**src/rtl/vga_pkg.sv**
```systemverilog
// Shared widths, FSM states and helpers for the VGA sync receiver.
// Used by vga_sync_meas and vga_sync_recover.
package vga_pkg;

  localparam int VIS_W   = 12;
  localparam int PORCH_W = 8;
  localparam int CNT_W   = 14;
  localparam int PHASE_W = 13;

  typedef enum logic [1:0] {
    S_SEARCH,
    S_ACQUIRE,
    S_LOCKED
  } state_t;

  // |meas - exp_v| <= tol, without signed arithmetic
  function automatic logic in_tol(
    input logic [CNT_W-1:0] meas,
    input logic [CNT_W-1:0] exp_v,
    input logic [CNT_W-1:0] tol
  );
    logic [CNT_W-1:0] d;
    d = (meas >= exp_v) ? meas - exp_v : exp_v - meas;
    return d <= tol;
  endfunction

endpackage

```
**src/rtl/vga_sync_meas.sv**
```systemverilog
// Sync input stage: edge detect, period/width counters, timeout.
// Counters saturate so a dead input never wraps back into range.
module vga_sync_meas
  import vga_pkg::*;
(
  input  logic               P_CLK,
  input  logic               RST,
  input  logic               in_sync_i,
  input  logic [PHASE_W-1:0] total_i,
  output logic               fe_o,
  output logic [CNT_W-1:0]   per_o,
  output logic [CNT_W-1:0]   width_o,
  output logic               tmo_o
);

  logic             sync_q;
  logic             sync_qq;
  logic [CNT_W-1:0] per_q;
  logic [CNT_W-1:0] per_d;
  logic [CNT_W-1:0] low_q;
  logic [CNT_W-1:0] low_d;
  logic [CNT_W-1:0] width_q;
  logic [CNT_W-1:0] width_d;
  logic             fe;
  logic             re;

  assign fe = !sync_q && sync_qq;
  assign re = sync_q && !sync_qq;

  // Next-state for period, low-time and latched width
  always_comb begin
    per_d   = per_q;
    low_d   = low_q;
    width_d = width_q;
    if (fe) begin
      per_d = CNT_W'(1);
    end else if (per_q != '1) begin
      per_d = per_q + CNT_W'(1);
    end
    if (fe) begin
      low_d = CNT_W'(1);
    end else if (!sync_q && low_q != '1) begin
      low_d = low_q + CNT_W'(1);
    end
    if (re) begin
      width_d = low_q;
    end
  end

  // Input pipeline and measurement registers
  always_ff @(posedge P_CLK) begin
    if (!RST) begin
      sync_q  <= 1'b1;
      sync_qq <= 1'b1;
      per_q   <= '0;
      low_q   <= '0;
      width_q <= '0;
    end else begin
      sync_q  <= in_sync_i;
      sync_qq <= sync_q;
      per_q   <= per_d;
      low_q   <= low_d;
      width_q <= width_d;
    end
  end

  assign fe_o    = fe;
  assign per_o   = per_q;
  assign width_o = width_q;
  assign tmo_o   = !fe && (per_q >= {total_i, 1'b0});

endmodule

```
**src/rtl/vga_sync_recover.sv**
```systemverilog
// VGA sync receiver: locks a phase counter to incoming sync pulses.
// Optional VGA_RX_MEASURE_EN exposes last measured period/width.
module vga_sync_recover
  import vga_pkg::*;
#(
  parameter int LOCK_COUNT = 4,
  parameter int TOL        = 0
)(
  input  logic               P_CLK,
  input  logic               RST,
  input  logic               IN_SYNC,
  input  logic [VIS_W-1:0]   VIS,
  input  logic [PORCH_W-1:0] FRONT,
  input  logic [PORCH_W-1:0] SYNC,
  input  logic [PORCH_W-1:0] BACK,
  output logic [VIS_W-1:0]   POSITION,
  output logic               ACTIVE_ZONE,
  output logic               LOCKED,
  output logic               ERR
`ifdef VGA_RX_MEASURE_EN
  ,
  output logic [CNT_W-1:0]   MEAS_PERIOD,
  output logic [CNT_W-1:0]   MEAS_SYNC
`endif
);

  localparam logic [CNT_W-1:0] TOL_V  = CNT_W'(TOL);
  localparam logic [3:0]       LOCK_V = 4'(LOCK_COUNT);

  logic [PHASE_W-1:0] total;
  logic [PHASE_W-1:0] last_ph;
  logic [PHASE_W-1:0] sync_ph;
  logic               fe;
  logic               tmo;
  logic [CNT_W-1:0]   per;
  logic [CNT_W-1:0]   width;
  logic               pass;

  state_t             state_q;
  state_t             state_d;
  logic [3:0]         match_q;
  logic [3:0]         match_d;
  logic [3:0]         match_inc;
  logic               err_q;
  logic               err_d;
  logic [PHASE_W-1:0] phase_q;
  logic [PHASE_W-1:0] phase_d;
  logic               az_q;
  logic               az_d;
  logic [VIS_W-1:0]   pos_q;
  logic [VIS_W-1:0]   pos_d;

  assign total = PHASE_W'(VIS) + PHASE_W'(BACK)
               + PHASE_W'(SYNC) + PHASE_W'(FRONT);
  assign last_ph = total - PHASE_W'(1);
  assign sync_ph = PHASE_W'(VIS) + PHASE_W'(BACK) + PHASE_W'(1);

  vga_sync_meas u_meas (
    .P_CLK     (P_CLK),
    .RST       (RST),
    .in_sync_i (IN_SYNC),
    .total_i   (total),
    .fe_o      (fe),
    .per_o     (per),
    .width_o   (width),
    .tmo_o     (tmo)
  );

  assign pass = in_tol(per, CNT_W'(total), TOL_V)
             && in_tol(width, CNT_W'(SYNC), TOL_V);
  assign match_inc = match_q + 4'd1;

  // Lock FSM: next state, match counter and error pulse
  always_comb begin
    state_d = state_q;
    match_d = match_q;
    err_d   = 1'b0;
    unique case (state_q)
      S_SEARCH: begin
        if (fe) begin
          state_d = S_ACQUIRE;
          match_d = '0;
        end
      end
      S_ACQUIRE: begin
        if (fe) begin
          if (pass) begin
            match_d = match_inc;
            if (match_inc >= LOCK_V) begin
              state_d = S_LOCKED;
            end
          end else begin
            match_d = '0;
            err_d   = 1'b1;
          end
        end else if (tmo) begin
          state_d = S_SEARCH;
          match_d = '0;
          err_d   = 1'b1;
        end
      end
      S_LOCKED: begin
        if (fe) begin
          if (!pass) begin
            state_d = S_ACQUIRE;
            match_d = '0;
            err_d   = 1'b1;
          end
        end else if (tmo) begin
          state_d = S_SEARCH;
          match_d = '0;
          err_d   = 1'b1;
        end
      end
      default: begin
        state_d = S_SEARCH;
        match_d = '0;
      end
    endcase
  end

  // Local phase: snapped to the sync slot on each falling edge
  always_comb begin
    phase_d = phase_q + PHASE_W'(1);
    if (fe) begin
      phase_d = (sync_ph >= total) ? '0 : sync_ph;
    end else if (phase_q >= last_ph) begin
      phase_d = '0;
    end
  end

  // Regenerated active-zone and position
  always_comb begin
    az_d  = (state_q == S_LOCKED) && (phase_q < PHASE_W'(VIS));
    pos_d = az_d ? phase_q[VIS_W-1:0] : '0;
  end

  // FSM, phase and output registers
  always_ff @(posedge P_CLK) begin
    if (!RST) begin
      state_q <= S_SEARCH;
      match_q <= '0;
      err_q   <= 1'b0;
      phase_q <= '0;
      az_q    <= 1'b0;
      pos_q   <= '0;
    end else begin
      state_q <= state_d;
      match_q <= match_d;
      err_q   <= err_d;
      phase_q <= phase_d;
      az_q    <= az_d;
      pos_q   <= pos_d;
    end
  end

  assign LOCKED      = (state_q == S_LOCKED);
  assign ERR         = err_q;
  assign ACTIVE_ZONE = az_q;
  assign POSITION    = pos_q;

`ifdef VGA_RX_MEASURE_EN
  logic [CNT_W-1:0] mper_q;
  logic [CNT_W-1:0] msync_q;

  // Hold the last measurement for mode detection
  always_ff @(posedge P_CLK) begin
    if (!RST) begin
      mper_q  <= '0;
      msync_q <= '0;
    end else if (fe) begin
      mper_q  <= per;
      msync_q <= width;
    end
  end

  assign MEAS_PERIOD = mper_q;
  assign MEAS_SYNC   = msync_q;
`endif

endmodule

```
**config.mk**
```make
export PLATFORM = sky130hd
export DESIGN_NAME = vga_sync_recover
export DESIGN_NICKNAME = d
export VERILOG_FILES = /design/src/rtl/vga_pkg.sv /design/src/rtl/vga_sync_meas.sv /design/src/rtl/vga_sync_recover.sv
export SDC_FILE = /design/constraint.sdc
export NUM_CORES = 1
export LEC_CHECK = 0
export ABC_AREA = 1
export CAP_MARGIN = 5
export CORE_MARGIN = 2
export CORE_UTILIZATION = 55
export CTS_BUF_LIST = sky130_fd_sc_hd__clkbuf_16
export CTS_CLUSTER_SIZE = 25
export DETAILED_ROUTE_END_ITERATION = 8
export PLACE_DENSITY = 0.87
export RECOVER_POWER = 100
export SYNTH_ARGS = -nofsm -noshare
export SYNTH_HDL_FRONTEND = slang
export SYNTH_SLANG_ARGS = --single-unit
```
**constraint.sdc**
```tcl
create_clock -name P_CLK -period 13.44 [get_ports P_CLK]
set_input_delay 2.016 -clock P_CLK [delete_from_list [all_inputs] [get_ports P_CLK]]
set_output_delay 2.016 -clock P_CLK [all_outputs]
set_load 0.01 [all_outputs]
```
### After elaboration in Yosys (flattened, before gate mapping)

Index checks and enable logic that the tools add are counted.

* flip-flop bits (word level): 77

* add/sub/neg operators: 13
* order comparisons: 9
* equality and inequality tests: 8
* multiplexer cells: 27
* bitwise gates (word level): 1
* reductions and logical operators: 18

Operators with widths (count)
* 2-to-1 mux 13 bit: 3
* adder 14 x 1 -> 14 bit, second input constant: 2
* less-or-equal comparator 14 x 1 -> 1 bit, second input constant: 2
* 2-to-1 mux 14 bit: 2
* != test 14 bit, second input constant: 2
* adder 13 x 1 -> 13 bit, second input constant: 2
* adder 13 x 8 -> 13 bit: 2
* greater-or-equal comparator 13 bit: 2
* 2-to-1 mux 4 bit: 6
* greater-or-equal comparator 14 x 13 -> 1 bit: 1
* greater-or-equal comparator 14 bit: 1
* greater-or-equal comparator 14 x 8 -> 1 bit: 1
* 2-to-1 mux 2 bit: 7
* subtractor 13 x 14 -> 14 bit: 1
* subtractor 14 x 13 -> 14 bit: 1
* subtractor 14 x 8 -> 14 bit: 1
* subtractor 8 x 14 -> 14 bit: 1
* adder 12 x 8 -> 13 bit: 1
* less-than comparator 13 x 12 -> 1 bit: 1
* subtractor 13 x 1 -> 13 bit, second input constant: 1
* case mux 4 bit (3 select lines): 1
* != test 3 bit, second input constant: 3
* 2-to-1 mux 1 bit: 7
* logical AND 1 bit: 6
* 13 further kinds: 19

### Depth between registers and ports, before layout

Gate-level depths: netlist of run 1.

* depth in word-level cells: 10
* mapped depth: 39
* gate-level depth less buffers: 39

### Modules after synthesis

A second synthesis of run 1 with hierarchy kept.

* cells, all modules: 1372
* area total of the unflattened synthesis: 8792.2 um^2

By module, submodules not included
* vga_sync_recover: times used 1, cells each 1018, area an instance 6352.3 um^2
* vga_sync_meas: times used 1, cells each 354, area an instance 2439.8 um^2

### Least setup slack after synthesis of run 1

Ideal clock, no wire load.

* path type: in2reg
* from: input VIS[0]
* to: register state_q[1]
* data arrival time: 6.911 ns
* data required time: 13.326 ns
* path slack: 6.415 ns
* cell stages on the path: 36
* path through: ha_1 inv_1 fa_1 inv_1 nand2_1 nand2_1 nand2_1 o21ai_1 xor2_2 fa_1 ha_1 a21oi_1 nand2_1 nand2_1 nand2_1 xnor2_1 inv_1 ha_1 clkbuf_1 nand2_1 nor2_1 nand3_1 nand4_1 xor2_1 nor2_1 nand4_1 nor2_1 nor2_1 nor2_4 nand3_2 nand2_4 inv_2 nand2_1 nand2_1 nand2_1 nor2_2

* word-level cells in the longest chain between the ends: 9
* elaborated cells on any way between the ends: 18

RTL lines
* from (decl): RTL line vga_sync_recover.sv:12 `input logic [VIS_W-1:0] VIS,`
* adder 12 x 8 -> 13 bit *: RTL line vga_sync_recover.sv:53 `assign total = PHASE_W'(VIS) + PHASE_W'(BACK)`
* adder 13 x 8 -> 13 bit * (2 in a row): RTL line vga_sync_recover.sv:54 `+ PHASE_W'(SYNC) + PHASE_W'(FRONT);`
* subtractor 13 x 14 -> 14 bit (tied with other cells): RTL line vga_pkg.sv:23 `d = (meas >= exp_v) ? meas - exp_v : exp_v - meas;`
* 2-to-1 mux 14 bit: RTL line vga_pkg.sv:23
* less-or-equal comparator 14 x 1 -> 1 bit: RTL line vga_pkg.sv:24 `return d <= tol;`
* logical AND 1 bit: RTL line vga_sync_recover.sv:70 `&& in_tol(width, CNT_W'(SYNC), TOL_V);`
* != test 3 bit (no line)
* AND reduction 4 bit (no line)
* to (signal assigned): RTL line vga_sync_recover.sv:148 `state_q <= state_d;`
* to (decl): RTL line vga_sync_recover.sv:39 `state_t state_q;`

Every way passes the cells marked *; elsewhere a longest branch is shown, timed or not.
A chain may end at the register's enable or synchronous reset.

### Final worst setup path of run 1

* from: input VIS[2]
* to: register state_q[1]

Same word-level chain as after synthesis.

==> results of run 1 <==
-- worst max-delay path: cells and delay by family --
family	cells	cell delay [ns]
buf+inv	6	0.95
simple gates	24	2.84
compound gates	2	0.42
fa+ha+maj	4	1.64
xor+xnor	2	0.83
-- path summary, 6_finish.rpt --
| kind | to | slack (ns) |
|---|---|---|
| max reg2reg | state_q[1] | 9.91 |
| min reg2reg | u_meas.low_q[11] | 0.47 |
| min | u_meas.low_q[11] | 0.47 |
| max | state_q[1] | 4.97 |
-- layer usage --
layer / up-vias / share of wire (%) / global-route usage (%)
met2: 316 / 46 / 48.9
met1: 3887 / 45 / 40.1
li1: 4288 / - / -
met3: 48 / 6.3 / 3.89
met5: - / 0 / 0
met4: 0 / 3.5 / 12.0
-- kinds of logic (layout without fill, tap and decap cells) --
logic type	Yosys count	in the layout	share of synthesized area (%)
AND/OR/NAND/NOR	606	606	32.9
buffers and inverters	232	285	10.6
AO/OA/AOI/OAI	199	199	13.3
adder cells (fa/ha/maj)	124	124	19.4
flip-flops	77	77	18.4
XOR/XNOR	51	51	5.50
-- final cells by class --
cell class	instances	share of cell area [%]
well taps	188	2.51
inverters	213	8.54
flip-flops and latches	77	16.5
clock inverters	7	0.788
clock buffers	9	2.41
multi-input cells	980	63.4
repair buffers	56	5.87
-- sequential cells by signal, summed over array words and instances (netlist names) --
register and cells:
u_meas.low_q 14, u_meas.per_o 14, u_meas.width_o 14, phase_q 13, POSITION 12, match_q 4
state_q 2, ACTIVE_ZONE 1, ERR 1, u_meas.sync_q 1, u_meas.sync_qq 1
-- per-stage QoR --
stage	hold slack (ns)	cells	setup WS (ns)
final	0.468	1530	4.97
after global routing	0.475	1530	4.33
after CTS	0.468	1530	5.50
after detailed placement	0.457	1514	5.12
after global placement	0.449	1514	5.33
after floorplan	0.439	1289	6.41
-- placed cells by master (no fill, tap or decap), types with 31 or more instances in the layout --
| cell | synthesis | final |
|---|---|---|
| nand3_1 | 94 | 95 |
| dfxtp_1 | 77 | 77 |
| nand2_1 | 297 | 298 |
| inv_1 | 208 | 210 |
| a21oi_1 | 97 | 97 |
| o21ai_0 | 54 | 57 |
| nor2_1 | 106 | 107 |
| clkdlybuf4s50_1 | 0 | 35 |
| nand4_1 | 31 | 31 |
| xor2_1 | 37 | 37 |
| ha_1 | 114 | 114 |
-- power groups by stage --
stage          sequential (mW)  combinational (mW)  clock (mW)
4_1_cts                  0.254               0.832       0.252
6_report                 0.254               0.843       0.251
3_5_place_dp             0.259               0.827           0
5_1_grt                  0.256               0.949       0.263
2_1_floorplan            0.255               0.628           0
3_3_place_gp             0.258               0.813           0
==> qor.yml, run 1 <==
outcome: "finished, final reports clean"
hold_viol: 0
hold_path.startpoint: "u_meas.low_q[11]"
yosysWarnings: 0
ios: 54
dieHeight_um: 128
synth.area.top_cells: "dfxtp_1 18%, ha_1 17%, nand2_1 13%"
drc_errors: 0
num_rows: 45
synth_cells: 1289
die_x_um: 128
grt_overflow: 0
fin_crit_sh_pct: 63.0
postCtsSetupBuffers: 0
crit_path_end_kind: "flip-flop"
detailroute.via_count: 8539
viasPerCell: 5.58
relSlewSlack_pct: 23.4
ff2ff_path_depth: 22
hold_buffers: 0
wire_per_inst_um: 15.4
cpMaxStageDelayCell: "xnor2_1"
final_nets: 1500
grt_pass1_wl_um: 39500
fill_cells: 1356
ys_seq_elements: 77
worst_slew_pin_slew_ns: 1.15
synth_nets: 1452
power_mw: 1.35
crit_path_start_kind: "primary input"
critPathMaxFanout: 6
yosysMostFrequentCell: "nand2_1"
reg2reg_from: "u_meas.width_o[6]"
ys.flop_type: "dfxtp_1"
synth_top_area_cell: "dfxtp_1"
leakage_nw: 4.57
setup_viol: 0
grt_max_degree: 22
fmax_mhz: 118
path_class: "primary input to flip-flop"
grt_pass1_vias: 8269
dp_hpwl_um: 19300
firstDrtPassIters: 5
yosysSeqAreaShare_pct: 18.4
core_sq_mm: 0.0150
synth_top_area_share_pct: 18.4
p_per_area_mw_per_mm2: 144
synth-edff-count: 0
ys_types: 48
ys_async_sr_fraction_pct: 0
place_area_sq_mm: 0.00909
hold_path.class: "flip-flop to flip-flop"
slew_viol_final: 0
clk_latency_ns: 0.35
syn_area_per_cell_sq_um: 6.51
initial_core_util_pct: 55.8
switchingPower_mw: 0.675
finalCriticalPeriod_ns: 8.47
cts.repair.resized: 0
final.setup_skew_ns: 0.00707
crit_arrival_ns: 8.72
htreeDepth: 3
grt_usage_pct: 29.9
port_buffers: 53
cts_root_buffer: "clkbuf_16"
clock_path_buffers: 2
antenna_found_initial: 0
critPathLaunch: "VIS[2]"
pwr-share-seq_pct: 18.9
drtAntennaViolNets: 0
place_congestion: 0.950
stdcell_area_sq_mm: 0.00936
syn2layout_area_growth_pct: 11.6
synth_commonest_cells: "297 x nand2_1, 208 x inv_1, 114 x ha_1, 106 x nor2_1, 97 x a21oi_1"
clock-sinks: 77
rsz0062_at_grt: "no"
p_int_mw: 0.674
comb_power_share_pct: 62.5
layout-drive-gt1-share_pct: 4.92
postLayoutCoreUtil_pct: 62.3
fp.dieArea_sq_mm: 0.0163
multi_input_area_sq_mm: 0.00594
ir_drop_mv: 0.0832
drtIter0Drc: 752
clkTransAtPathRegs_ns: 0.06
path_common_cell: "nand2_1"
cts_tree: "built"
tns_ns: 0
clockPowerShare_pct: 18.6
diodes: 0
maxCapViolCount: 0
routed_wl_um: 23500
holdPathStages: 2
syn_area_sq_mm: 0.00839
seqCellArea_sq_mm: 0.00154
cpPeakStageDelay_ns: 0.46
swShare_pct: 50.0
required_ns: 13.69
cts_buffers: 9
Power figures use the tool's default switching activity.
==> inputs of run 2 (changes only) <==
==> constraint.sdc (replaced) <==
create_clock -name P_CLK -period 8.8 [get_ports P_CLK]
set_input_delay 1.32 -clock P_CLK [delete_from_list [all_inputs] [get_ports P_CLK]]
set_output_delay 1.32 -clock P_CLK [all_outputs]
set_load 0.01 [all_outputs]
==> run 2 against run 1 <==
  * Design area rose by 0.24%
  * Highest routed layer unchanged
  * Hold slack improved by 0.0045 ns
  * Cell count barely moved
  * Worst setup slack got worse by 3.8 ns
  * Clock skew fell by 0.0028 ns
  * Critical path type unchanged
  * Clock power rose by 55%
  * Utilization rose by 0.15 points
  * Clock-buffer cell count did not move
==> qor.yml, run 2 (synthesis results as in run 1) <==
layout-drive-gt1-share_pct: 5.21
postCtsSetupBuffers: 0
routed_wl_um: 23500
cts.repair.resized: 0
initial_core_util_pct: 55.8
cts_root_buffer: "clkbuf_16"
diodes: 0
tns_ns: 0
fp.dieArea_sq_mm: 0.0163
ios: 54
port_buffers: 53
leakage_nw: 4.58
dieHeight_um: 128
cts_buffers: 9
core_sq_mm: 0.0150
cts_tree: "built"
fin_crit_sh_pct: 86.9
path_class: "primary input to flip-flop"
grt_max_degree: 22
hold_viol: 0
grt_pass1_wl_um: 39500
hold_buffers: 0
drc_errors: 0
htreeDepth: 3
relSlewSlack_pct: 23.7
path_common_cell: "nand2_1"
fmax_mhz: 131
num_rows: 45
rsz0062_at_grt: "no"
final.setup_skew_ns: 0.00423
grt_pass1_vias: 8272
hold_path.class: "flip-flop to flip-flop"
viasPerCell: 5.56
grt_usage_pct: 30.2
final_nets: 1501
place_congestion: 0.959
maxCapViolCount: 0
ir_drop_mv: 0.118
crit_path_end_kind: "flip-flop"
holdWs_ns: 0.473
grt_overflow: 0
critPathMaxFanout: 6
layout_commonest_cell: "nand2_1"
wire_per_inst_um: 15.4
final_cell_mix: "297 x nand2_1, 208 x inv_1, 114 x ha_1"
antenna_found_initial: 0
dp_hpwl_um: 19400
drtAntennaViolNets: 0
cpMaxStageDelayCell: "dlygate4sd3_1"
crit_path_start_kind: "primary input"
p_per_area_mw_per_mm2: 222
postLayoutCoreUtil_pct: 62.4
worst_slew_pin_slew_ns: 1.14
slew_viol_final: 0
clk_latency_ns: 0.35
crit_arrival_ns: 7.94
drtIter0Drc: 732
syn2layout_area_growth_pct: 11.9
setup_viol: 0
finalCriticalPeriod_ns: 7.64
clkTransAtPathRegs_ns: 0.06
detailroute.via_count: 8512
outcome: "finished, final reports clean"
clock_path_buffers: 2
cpPeakStageDelay_ns: 0.56
firstDrtPassIters: 6
required_ns: 9.09
clock-sinks: 77
die_x_um: 128
run 2: stage by stage:
stage	instances	total power, mW	worst slack (ns)	instance area [sq um]
4_1_cts	1531	2.06	1.61	9400
5_1_grt	1531	2.26	0.527	9390
6_report	1531	2.08	1.16	9390
3_5_place_dp	1515	1.66	1.24	9100
3_3_place_gp	1515	1.64	1.42	9100
2_1_floorplan	1289	1.35	2.47	8390
run 2: final timing paths:
| path | start | to | slack (ns) | cells past startpoint |
|---|---|---|---|---|
| hold reg to reg | u_meas.low_q[11] | u_meas.low_q[11] | 0.47 | 2 |
| setup reg to reg | u_meas.width_o[6] | state_q[1] | 5.55 | 21 |
| setup / recovery | VIS[2] | state_q[1] | 1.16 | 37 |
| hold / removal | u_meas.low_q[11] | u_meas.low_q[11] | 0.47 | 2 |
run 2: routing by layer:
metal / part of all wire, % / vias up / GRT usage, %
met5: 0 / - / 0
met4: 3.6 / 0 / 12.8
met3: 7.1 / 59 / 5.40
met2: 46 / 322 / 50.5
met1: 43 / 3838 / 38.2
li1: - / 4293 / -
run 2: layout make-up:
cell class / count / area, sq um
multi-input cells: 980 / 5950
fillers: 1334 / 5650
flip-flops and latches: 77 / 1540
inverters: 213 / 800
repair buffers: 57 / 557
well taps: 188 / 235
clock buffers: 9 / 225
clock inverters: 7 / 78.8
run 2: where the power goes:
| group | total [mW] | internal (mW) | switching, mW |
|---|---|---|---|
| clock network | 0.389 | 0.224 | 0.166 |
| registers | 0.389 | 0.367 | 0.0213 |
| logic | 1.30 | 0.448 | 0.857 |
run 2: critical path, delay by kind of cell:
family / cells / cell delay, ns
AO/OA/AOI/OAI: 2 / 0.41
adder cells (fa/ha/maj): 4 / 1.68
XOR/XNOR: 2 / 0.83
buffers and inverters: 5 / 0.97
AND/OR/NAND/NOR: 24 / 2.70
==> inputs of run 3 (changes only) <==
==> constraint.sdc (replaced) <==
create_clock -name P_CLK -period 8.4 [get_ports P_CLK]
set_input_delay 1.26 -clock P_CLK [delete_from_list [all_inputs] [get_ports P_CLK]]
set_output_delay 1.26 -clock P_CLK [all_outputs]
set_load 0.01 [all_outputs]
==> run 3 against run 2 <==
  * Worst setup slack got worse by 0.20 ns
  * Cell count about the same
  * Power increased by 3.0%
  * Design area decreased by 0.41%
  * Routed wire length increased by 0.74%
  * Sequential power increased by 5%
  * Utilization decreased by 0.26 points
  * Critical path type unchanged
  * Largest cell class unchanged
==> qor.yml, run 3 (synthesis results as in run 1) <==
htreeDepth: 3
place_area_sq_mm: 0.00909
outcome: "finished, final reports clean"
grtUsageMet3_pct: 4.94
relSlewSlack_pct: 20.4
final_nets: 1500
grt_usage_pct: 29.8
met2_usage_pct: 49.4
drc_errors: 0
clkTransAtPathRegs_ns: 0.06
cts_root_buffer: "clkbuf_16"
grt_overflow: 0
postLayoutCoreUtil_pct: 62.2
drtAntennaViolNets: 0
antenna_found_initial: 0
fin_crit_sh_pct: 88.6
detailroute.via_count: 8615
grt_pass1_vias: 8118
final.setup_skew_ns: 0.00872
worst_slew_pin_slew_ns: 1.19
grt_pass1_wl_um: 38900
crit_buf_inv: 6
crit_path_start_kind: "primary input"
routed_wl_um: 23700
slew_viol_final: 0
clock_path_buffers: 2
rsz0062_at_grt: "no"
path_class: "primary input to flip-flop"
maxCapViolCount: 0
path_delay_family: "simple AND/OR/NAND/NOR gates"
leakage_nw: 4.56
cts_tree: "built"
die_x_um: 128
hold_path.class: "flip-flop to flip-flop"
drtIter0Drc: 740
crit_path_end_kind: "flip-flop"
clk_latency_ns: 0.36
syn2layout_area_growth_pct: 11.4
hold_buffers: 0
dieHeight_um: 128
dp_hpwl_um: 19300
cts_buffers: 9
ios: 54
initial_core_util_pct: 55.8
viasPerCell: 5.63
p_per_area_mw_per_mm2: 230
diodes: 0
cts.repair.resized: 0
layout_commonest_cell: "nand2_1"
path_common_cell: "nand2_1"
port_buffers: 53
grt_busiest_layer: "met2"
fmax_mhz: 134
grt_max_degree: 22
final_cell_mix: "297 x nand2_1, 210 x inv_1, 114 x ha_1"
fp.dieArea_sq_mm: 0.0163
layout-drive-gt1-share_pct: 4.99
hold_viol: 0
place_congestion: 0.986
cpMaxStageDelayCell: "fa_1"
wire_per_inst_um: 15.5
critPathMaxFanout: 6
stdcell_area_sq_mm: 0.00935
finalCriticalPeriod_ns: 7.44
num_rows: 45
core_sq_mm: 0.0150
tns_ns: 0
ir_drop_mv: 0.128
met1_usage_pct: 38.0
postCtsSetupBuffers: 0
setup_viol: 0
cpPeakStageDelay_ns: 0.49
crit_arrival_ns: 7.69
required_ns: 8.65
clock-sinks: 77
firstDrtPassIters: 6
power_mw: 2.15
run 3: cell types whose count changed in the layout (fill, tap and decap cells not counted), moves of 2 or more:
cell,previous run,this run
nand3_1,96,94
nand3_2,5,7
clkinvlp_4,0,2
inv_1,208,210
run 3: final cells by class:
class,count,area (sq um)
clock buffer,9,225
clock inverter,7,48.8
fill,1365,5690
inverter,213,800
multi-input combinational,980,5950
sequential,77,1540
tap,188,235
timing repair buffer,56,549
run 3: routing by layer:
layer	routed length, um	vias to the layer above
met4	884	0
met5	0	-
met3	1730	68
met2	11000	342
li1	-	4291
met1	10100	3914
run 3: tightest hold or removal path, stage by stage, from the launching register on:
cell,delay [ns]
dfxtp_1,0.31
nand2_1,0.06
a21oi_1,0.05
run 3: worst paths after layout:
path | startpoint | to | slack [ns] | cells past startpoint
min | u_meas.low_q[11] | u_meas.low_q[11] | 0.46 | 2
max | VIS[0] | state_q[1] | 0.96 | 38
min reg2reg | u_meas.low_q[11] | u_meas.low_q[11] | 0.46 | 2
max reg2reg | u_meas.width_o[6] | state_q[1] | 5.11 | 22
run 3: report_power, final:
| group | leakage [nW] | switching [mW] | internal (mW) | total (mW) |
|---|---|---|---|---|
| Sequential | 0.625 | 0.0223 | 0.385 | 0.407 |
| Combinational | 3.80 | 0.900 | 0.469 | 1.37 |
| Clock | 0.132 | 0.168 | 0.201 | 0.369 |
| Total | 4.56 | 1.09 | 1.05 | 2.15 |
run 3: metrics by stage:
step / hold slack [ns] / cells / setup slack, ns
floorplan: 0.439 / 1289 / 2.13
global placement: 0.450 / 1514 / 1.14
detailed placement: 0.457 / 1514 / 0.940
CTS: 0.467 / 1530 / 1.21
global route: 0.474 / 1530 / 0.304
finish: 0.464 / 1530 / 0.956
